==> src/rtl/serial_tx_pkg.sv <==
// Shared types and helpers for the serial transmit controller (SERIAL_TX_PARITY_EN adds PAR state).
// Latency: n/a (types and functions only).
// Backpressure: n/a.
package serial_tx_pkg;

    localparam int PORT_BITS_DEF = 2;
    localparam int CNT_BITS_DEF  = 4;
    localparam int MAX_PORT_BITS = 8;
    localparam int MAX_PORTS     = 1 << MAX_PORT_BITS;

    typedef enum logic [2:0] {
        ST_IDLE = 3'd0,
        ST_PORT = 3'd1,
        ST_CNT  = 3'd2,
        ST_XMIT = 3'd3,
`ifdef SERIAL_TX_PARITY_EN
        ST_PAR  = 3'd4,
`endif
        ST_DONE = 3'd5
    } tx_state_t;

    function automatic logic [MAX_PORTS-1:0] onehot_port(input logic [MAX_PORT_BITS-1:0] port);
        return {{(MAX_PORTS-1){1'b0}}, 1'b1} << port;
    endfunction

endpackage

==> src/rtl/serial_tx_bitcnt.sv <==
// Loadable down-counter with zero flag, shared by the header and payload phases.
// Latency: load/decrement visible one edge later; zero flag is combinational on the count.
// Backpressure: none; load has priority over decrement.
module serial_tx_bitcnt #(
    parameter int W = 4
) (
    input  logic         clk,
    input  logic         rst,
    input  logic         load,
    input  logic [W-1:0] load_val,
    input  logic         dec,
    output logic         zero
);

    logic [W-1:0] count_q;

    always_ff @(posedge clk or negedge rst) begin
        if (!rst) begin
            count_q <= '0;
        end else if (load) begin
            count_q <= load_val;
        end else if (dec) begin
            count_q <= count_q - W'(1);
        end
    end

    assign zero = (count_q == '0);

endmodule

==> src/rtl/serial_tx_controller.sv <==
// Captures port/count headers after a detect and routes that many SIn bits to one port (SERIAL_TX_PARITY_EN adds even-parity check).
// Latency: payload routed combinationally; first payload bit PORT_BITS+CNT_BITS+1 cycles after detect.
// Backpressure: none; detect is ignored while a frame is in flight.
module serial_tx_controller
    import serial_tx_pkg::*;
#(
    parameter int PORT_BITS = PORT_BITS_DEF,
    parameter int CNT_BITS  = CNT_BITS_DEF
) (
    input  logic                      clk,
    input  logic                      rst,
    input  logic                      SIn,
    input  logic                      detected,
    output logic [(2**PORT_BITS)-1:0] dout,
    output logic [(2**PORT_BITS)-1:0] dout_valid,
    output logic                      busy,
    output logic                      done,
    output logic                      err
);

    localparam int NUM_PORTS = 2**PORT_BITS;
    localparam int CW        = (PORT_BITS > CNT_BITS) ? PORT_BITS : CNT_BITS;

`ifdef SERIAL_TX_PARITY_EN
    localparam tx_state_t ST_AFTER_PAYLOAD = ST_PAR;
`else
    localparam tx_state_t ST_AFTER_PAYLOAD = ST_DONE;
`endif

    tx_state_t              state_q, state_d;
    logic [PORT_BITS-1:0]   port_q;
    logic [CNT_BITS-1:0]    cnt_q;
    logic [CNT_BITS-1:0]    cnt_full;
    logic                   cnt_load, cnt_dec, cnt_zero;
    logic [CW-1:0]          cnt_load_val;
    logic [NUM_PORTS-1:0]   port_oh;
    logic                   xmit;

    // Count field including the bit being sampled this cycle.
    assign cnt_full = CNT_BITS'({cnt_q, SIn});

    serial_tx_bitcnt #(.W(CW)) u_bitcnt (
        .clk      (clk),
        .rst      (rst),
        .load     (cnt_load),
        .load_val (cnt_load_val),
        .dec      (cnt_dec),
        .zero     (cnt_zero)
    );

    always_ff @(posedge clk or negedge rst) begin
        if (!rst) begin
            state_q <= ST_IDLE;
        end else begin
            state_q <= state_d;
        end
    end

    always_comb begin
        state_d      = state_q;
        cnt_load     = 1'b0;
        cnt_dec      = 1'b0;
        cnt_load_val = '0;
        case (state_q)
            ST_IDLE: begin
                if (detected) begin
                    state_d      = ST_PORT;
                    cnt_load     = 1'b1;
                    cnt_load_val = CW'(PORT_BITS - 1);
                end
            end
            ST_PORT: begin
                if (cnt_zero) begin
                    state_d      = ST_CNT;
                    cnt_load     = 1'b1;
                    cnt_load_val = CW'(CNT_BITS - 1);
                end else begin
                    cnt_dec = 1'b1;
                end
            end
            ST_CNT: begin
                if (cnt_zero) begin
                    if (cnt_full == '0) begin
                        state_d = ST_AFTER_PAYLOAD;
                    end else begin
                        state_d      = ST_XMIT;
                        cnt_load     = 1'b1;
                        cnt_load_val = CW'(cnt_full) - CW'(1);
                    end
                end else begin
                    cnt_dec = 1'b1;
                end
            end
            ST_XMIT: begin
                if (cnt_zero) begin
                    state_d = ST_AFTER_PAYLOAD;
                end else begin
                    cnt_dec = 1'b1;
                end
            end
`ifdef SERIAL_TX_PARITY_EN
            ST_PAR:  state_d = ST_DONE;
`endif
            ST_DONE: state_d = ST_IDLE;
            default: state_d = ST_IDLE;
        endcase
    end

    always_ff @(posedge clk or negedge rst) begin
        if (!rst) begin
            port_q <= '0;
            cnt_q  <= '0;
        end else begin
            if (state_q == ST_PORT) begin
                port_q <= PORT_BITS'({port_q, SIn});
            end
            if (state_q == ST_CNT) begin
                cnt_q <= cnt_full;
            end
        end
    end

`ifdef SERIAL_TX_PARITY_EN
    logic par_acc, err_q;

    // Accumulator is cleared when leaving CNT so zero-length frames check the parity bit alone.
    always_ff @(posedge clk or negedge rst) begin
        if (!rst) begin
            par_acc <= 1'b0;
            err_q   <= 1'b0;
        end else begin
            if (state_q == ST_CNT && cnt_zero) begin
                par_acc <= 1'b0;
            end else if (state_q == ST_XMIT) begin
                par_acc <= par_acc ^ SIn;
            end
            if (state_q == ST_PAR) begin
                err_q <= par_acc ^ SIn;
            end
        end
    end

    assign err = (state_q == ST_DONE) && err_q;
`else
    assign err = 1'b0;
`endif

    assign port_oh    = NUM_PORTS'(onehot_port(MAX_PORT_BITS'(port_q)));
    assign xmit       = (state_q == ST_XMIT);
    assign dout_valid = xmit ? port_oh : '0;
    assign dout       = xmit ? (port_oh & {NUM_PORTS{SIn}}) : '0;
    assign busy       = (state_q != ST_IDLE);
    assign done       = (state_q == ST_DONE);

endmodule

==> config.mk <==
export PLATFORM = sky130hd
export DESIGN_NAME = serial_tx_controller
export DESIGN_NICKNAME = d
export VERILOG_FILES = /design/src/rtl/serial_tx_pkg.sv /design/src/rtl/serial_tx_bitcnt.sv /design/src/rtl/serial_tx_controller.sv
export SDC_FILE = /design/constraint.sdc
export NUM_CORES = 1
export LEC_CHECK = 0
export CORE_UTILIZATION = 40
export CTS_CLUSTER_SIZE = 28
export DETAILED_ROUTE_END_ITERATION = 7
export SETUP_SLACK_MARGIN = 0.3
export SYNTH_ARGS = -nofsm -noshare
export SYNTH_HDL_FRONTEND = slang
export SYNTH_SLANG_ARGS = --single-unit
==> constraint.sdc <==
create_clock -name clk -period 1.9 [get_ports clk]
set_input_delay 0.19 -clock clk [delete_from_list [all_inputs] [get_ports clk]]
set_output_delay 0.19 -clock clk [all_outputs]
set_load 0.02 [all_outputs]
==> results of run 1 <==
## cells in the final DEF, fill, tap and decap left out, types with 2 or more instances in the layout
cell type	n
dfrtp_1	12
nor3_1	5
o21ai_1	2
mux2_2	3
clkdlybuf4s50_1	3
inv_1	3
a21oi_1	4
nor2_1	6
or3_1	2
clkbuf_4	3
nor2_2	3
ha_1	2
nand2_1	9
xnor2_1	2
buf_2	2
buf_4	24
nor2_4	6
nand3_1	2
o21ai_0	2
inv_2	4
buf_6	9
ha_4	2
## worst reg2reg max path, delay by kind of cell, from the launching register on
| family | cells | cell delay [ns] |
|---|---|---|
| adders and majority gates | 1 | 0.12 |
| buffers and inverters | 1 | 0.08 |
| DFF | 1 | 0.40 |
| and+or+nand+nor | 5 | 1.04 |
## registers in the layout, indices dropped and copies added, names as in the netlist
register and count:
u_bitcnt.count_q 4, cnt_q 3, state_q 3, port_q 2
## kinds of logic after synthesis
group / Yosys count / synth area share
compound gates: 14 / 0.103
xor+xnor: 2 / 0.0212
fa+ha+maj: 4 / 0.0606
buf+inv: 10 / 0.0530
flops: 12 / 0.364
mux: 4 / 0.0530
other cells: 1 / 0.00454
simple gates: 48 / 0.341
## through the flow
stage	instances	hold slack (ns)	setup TNS [ns]	power (uW)	cell area [sq um]
6_report	161	0.264	0	2320	1350
5_1_grt	161	0.323	0	2450	1350
4_1_cts	156	0.293	0	2000	1180
3_5_place_dp	143	0.524	-0.0898	1590	1070
3_3_place_gp	143	0.511	-0.0591	1580	1070
2_1_floorplan	95	-0.106	0	1230	838
## layout make-up
cell class              count  area (sq um)  share of cell area
clock buffers               4          36.3              0.0270
inverters                   7          26.3              0.0195
multi-input cells          73           628               0.467
flip-flops and latches     12           300               0.223
well taps                  27          33.8              0.0251
repair buffers             38           322               0.239
## final timing paths
| path | from | cells after the start | to | slack (ns) |
|---|---|---|---|---|
| setup / recovery | cnt_q[0]$_DFFE_PN0N_ | 7 | u_bitcnt.count_q[2]$_DFFE_PN0P_ | 0.15 |
| hold / removal | rst | 1 | cnt_q[1]$_DFFE_PN0N_ | 0.26 |
| setup reg to reg | cnt_q[0]$_DFFE_PN0N_ | 7 | u_bitcnt.count_q[2]$_DFFE_PN0P_ | 0.15 |
| hold reg to reg | cnt_q[2]$_DFFE_PN0N_ | 1 | cnt_q[2]$_DFFE_PN0N_ | 0.59 |
| max in group asynchronous | rst | 1 | state_q[1]$_DFFE_PN0P_ | 1.25 |
| min in group clk | detected | 3 | state_q[0]$_DFFE_PN0P_ | 0.52 |
## power groups by stage
stage	clock network (uW)	logic, uW	registers [uW]
after floorplan	0	756	472
after global placement	0	1080	499
after detailed placement	0	1090	500
after CTS	219	1300	486
after global routing	226	1700	527
final	220	1580	514
## metal layers
layer  global-route usage  part of all wire  vias to the layer above
met3               0.0226             0.043                       11
li1                     -                 -                      409
met2                0.318              0.49                       30
met1                0.278              0.43                      410
met5                    0                 0                        -
met4                0.109             0.037                        0
## what timing repair did
item,4_1_cts,5_1_grt
resized for setup,56,34
pin swaps,2,9
setup buffers,9,5
endpoints found under the setup margin,14,14
==> out/qor.txt, run 1 <==
status = completed
Worst path slowest cell = dfrtp_1
first-pass GRT wire length = 3.11 mm
port bufs = 13
Yosys cell types = 35
final setup fails = 0
Rel. slew slack = 0.610
Flop pwr share = 0.222
Worst setup SP type = register
final period utilization = 0.920
fraction of layout cells with a size suffix above 1 = 0.530
Clock Power Share = 0.095
width of the die = 47.4 um
Layout Nets = 143
# DRC = 0
vias in the first global route = 672
cell accounting for the most synthesized area = dfrtp_1
Setup Skew = 0.00662 ns
Root Buffer = clkbuf_4
post-place setup slack = -0.0898 ns
CP endpoint kind = register
diode count = 0
Crit path arrival time = 1.93 ns
Worst Hold Class = input port to async pin
post-layout min period = 1.75 ns
number of buffers created by CTS = 3
row cnt = 16
synth top area cells = dfrtp_1 36%, nor2_1 6.8%, ha_1 6.1%
FF+latch count, synth = 12
core area = 1940 sq um
Avg Inst Size Synth = 8.69 sq um
Synth Cell Area = 826 sq um
CTS max path bufs = 2
final core occ = 0.693
clock slew at reported path FFs = 0.09 ns
TritonCTS clock tree = built
Routed WL = 2.36 mm
die area = 2250 sq um
Hold Vio Cnt, Final = 0
Worst Path Buf+Inv = 1
DRT iter0 DRCs = 35
synth warn = 0
crit-path max cell delay = 0.40 ns
RSZ-0062 raised after global routing = yes
switching part of the total = 0.448
post-route ant nets = 0
Crit path max-delay family = simple AND/OR/NAND/NOR gates
Leak = 0.000586 uW
setup slack after layout = 0.152 ns
io pins = 15
Die H = 47.4 um
Yosys top cell area share = 0.364
worst slew pin tran = 0.583 ns
Layout area overhead = 63.0%
hold buffer count at CTS = 0
Syn Inst Count = 95
worst-path fanout max = 2
Worst VDD drop = 0.00100 V
DR pass1 iterations = 5
CP Cell Sequence = inv_2 -> ha_4 -> or3b_4 -> nand4_4 -> nand2_4 -> or3_1 -> and3_1
Comb pwr share = 0.684
WP data required = 2.08 ns
dpl hpwl = 1.45 mm
drt via density = 5.34
net switching power = 1040 uW
ys flop type = dfrtp_1
grt ovf = 0
initial antenna violation count = 0
Max Slew Vio Count = 0
# clock sinks = 12
RD Place Congestion = 0.770
Syn Nets = 103
Total GRT Usage = 0.204
crit path kind = register to register
PD cells = 1720 nW/um^2
Seq/Total Area, Yosys = 0.364
most frequent cell after synthesis = nor2_1
drt wl/cell = 14.7 um
Post-synth top cells = 15 x nor2_1, 12 x dfrtp_1, 9 x nand2_1
H-tree levels = 1
total number of vias = 860
initial core utilization = 0.425
fmax = 572 MHz
Post-synth EDFFs = 0
Pint = 1280 uW
pin count of the biggest net entering global routing = 13
Fillers = 161
maxcap violations = 0
Post-synth ARST share = 1.00
insertion delay of the later-clocked pin in the worst-skew pair = 0.29 ns
No activity file was read; power rests on OpenSTA's default activity.
==> run 2, diff against run 1 <==
--- a/config.mk
+++ b/config.mk
@@ -8,6 +8,7 @@
 export CORE_UTILIZATION = 40
 export CTS_CLUSTER_SIZE = 28
 export DETAILED_ROUTE_END_ITERATION = 7
+export GPL_ROUTABILITY_DRIVEN = 0
 export SETUP_SLACK_MARGIN = 0.3
 export SYNTH_ARGS = -nofsm -noshare
 export SYNTH_HDL_FRONTEND = slang
==> results of run 2 <==
The final DEF is identical to that of run 1; final timing and power are the same.
==> run 3, diff against run 2 <==
--- a/config.mk
+++ b/config.mk
@@ -5,7 +5,7 @@
 export SDC_FILE = /design/constraint.sdc
 export NUM_CORES = 1
 export LEC_CHECK = 0
-export CORE_UTILIZATION = 40
+export CORE_UTILIZATION = 35
 export CTS_CLUSTER_SIZE = 28
 export DETAILED_ROUTE_END_ITERATION = 7
 export GPL_ROUTABILITY_DRIVEN = 0
==> run 3 against run 2 <==
Final cell count decreased by 1.9%. Core utilization down 11 points. Setup slack improved by 0.045 ns. Total power fell by 4.9%. Sequential share of layout area increased by 0.89 points. Critical endpoint unchanged. Largest cell class unchanged. Largest power group unchanged.
==> out/qor.txt, run 3 (same netlist as run 1, synthesis figures left out) <==
status = completed
Max Slew Vio Count = 0
top flop regs = u_bitcnt.count_q x4, cnt_q x3, state_q x3
Die H = 50.6 um
initial antenna violation count = 0
Setup Skew = 0.00731 ns
TritonCTS clock tree = built
Routed WL = 2.22 mm
Total GRT Usage = 0.177
R2R depth = 7
Layout area overhead = 57.4%
pin count of the biggest net entering global routing = 13
switching part of the total = 0.442
clock slew at reported path FFs = 0.09 ns
row cnt = 17
Layout Nets = 139
Worst Hold Class = input port to async pin
vias in the first global route = 791
Root Buffer = clkbuf_4
# DRC = 0
final period utilization = 0.897
width of the die = 50.6 um
drt wl/cell = 14.1 um
commonest non-fill, non-tap cell in the layout = buf_4
CP endpoint kind = register
Worst VDD drop = 0.000846 V
first-pass GRT wire length = 3.37 mm
post-layout min period = 1.70 ns
maxcap violations = 0
max reg flops = 4
Hold Vio Cnt, Final = 0
Worst setup SP type = register
Most flops, register = u_bitcnt.count_q
worst-path fanout max = 2
Clock Power Share = 0.095
io pins = 15
diode count = 0
H-tree levels = 1
Rel. slew slack = 0.618
insertion delay of the later-clocked pin in the worst-skew pair = 0.27 ns
Crit path arrival time = 1.88 ns
die area = 2560 sq um
CTS max path bufs = 2
final setup TNS = 0 ns
Flop pwr share = 0.235
crit path kind = register to register
grt ovf = 0
core area = 2210 sq um
drt via density = 4.95
Comb pwr share = 0.670
fmax = 587 MHz
Power, Total = 2200 uW
most frequent cells in the layout = 20 x buf_4, 11 x dfrtp_1, 10 x buf_6
DRT iter0 DRCs = 9
fraction of layout cells with a size suffix above 1 = 0.523
Pint = 1230 uW
hold_ws = 0.274 ns
Leak = 0.000563 uW
post-route ant nets = 0
PD cells = 1700 nW/um^2
# clock sinks = 12
WP data required = 2.07 ns
dpl hpwl = 1.45 mm
port bufs = 13
final setup fails = 0
Fillers = 204
DR pass1 iterations = 4
RSZ-0062 raised after global routing = yes
worst slew pin tran = 0.572 ns
net switching power = 974 uW
initial core utilization = 0.373
number of buffers created by CTS = 3
total number of vias = 782
[run 3: cell types whose count changed in the layout (fill, tap and decap cells not counted), sizes merged]
cell and delta:
buf -4
[run 3: metrics by stage]
| step | instances | setup slack (ns) | area, sq um | utilization |
|---|---|---|---|---|
| global route | 158 | 0.134 | 1300 | 0.588 |
| detailed placement | 144 | -0.0916 | 1070 | 0.483 |
| CTS | 155 | 0.205 | 1160 | 0.523 |
| global placement | 144 | -0.0664 | 1070 | 0.483 |
| finish | 158 | 0.197 | 1300 | 0.588 |
| floorplan | 95 | 0.219 | 838 | - |
[run 3: cell type report]
class,instances,area (sq um),area share
well taps,28,35.0,0.0269
inverters,7,26.3,0.0202
repair buffers,34,298,0.229
multi-input cells,73,603,0.464
clock buffers,4,36.3,0.0279
flip-flops and latches,12,302,0.232
[run 3: critical path: stages, from the launching register on]
cell     delay (ns)
dfrtp_1        0.41
inv_2          0.08
ha_4           0.12
or3b_4         0.39
nand4_4        0.09
nand2_4        0.05
or3_1          0.32
and3_1         0.14
[run 3: power by group through the flow]
stage / Sequential, uW / Combinational, uW / Clock, uW
4_1_cts: 490 / 1230 / 213
2_1_floorplan: 472 / 756 / 0
3_5_place_dp: 500 / 1090 / 0
3_3_place_gp: 494 / 1080 / 0
6_report: 517 / 1480 / 210
5_1_grt: 533 / 1610 / 225
[run 3: what timing repair did]
action	in CTS	in global routing
endpoints found under the setup margin	14	16
hold buffers	0	0
resized for setup	51	38
pin swaps	2	5
setup buffers	7	3
[run 3: metal layers]
layer,track usage,vias to the layer above,share of wire
met5,0,-,0
li1,-,395,-
met1,0.202,376,0.43
met4,0.0787,0,0.0045
met2,0.324,9,0.55
met3,0.0212,2,0.018
[run 3: final timing paths]
check | from | endpoint | slack, ns
worst max-delay path | cnt_q[0]$_DFFE_PN0N_ | u_bitcnt.count_q[2]$_DFFE_PN0P_ | 0.20
worst min-delay path | rst | u_bitcnt.count_q[0]$_DFFE_PN0P_ | 0.27
worst max register to register | cnt_q[0]$_DFFE_PN0N_ | u_bitcnt.count_q[2]$_DFFE_PN0P_ | 0.20
worst min register to register | cnt_q[2]$_DFFE_PN0N_ | cnt_q[2]$_DFFE_PN0N_ | 0.60
max in group asynchronous | rst | state_q[1]$_DFFE_PN0P_ | 1.21
min in group clk | detected | state_q[0]$_DFFE_PN0P_ | 0.53
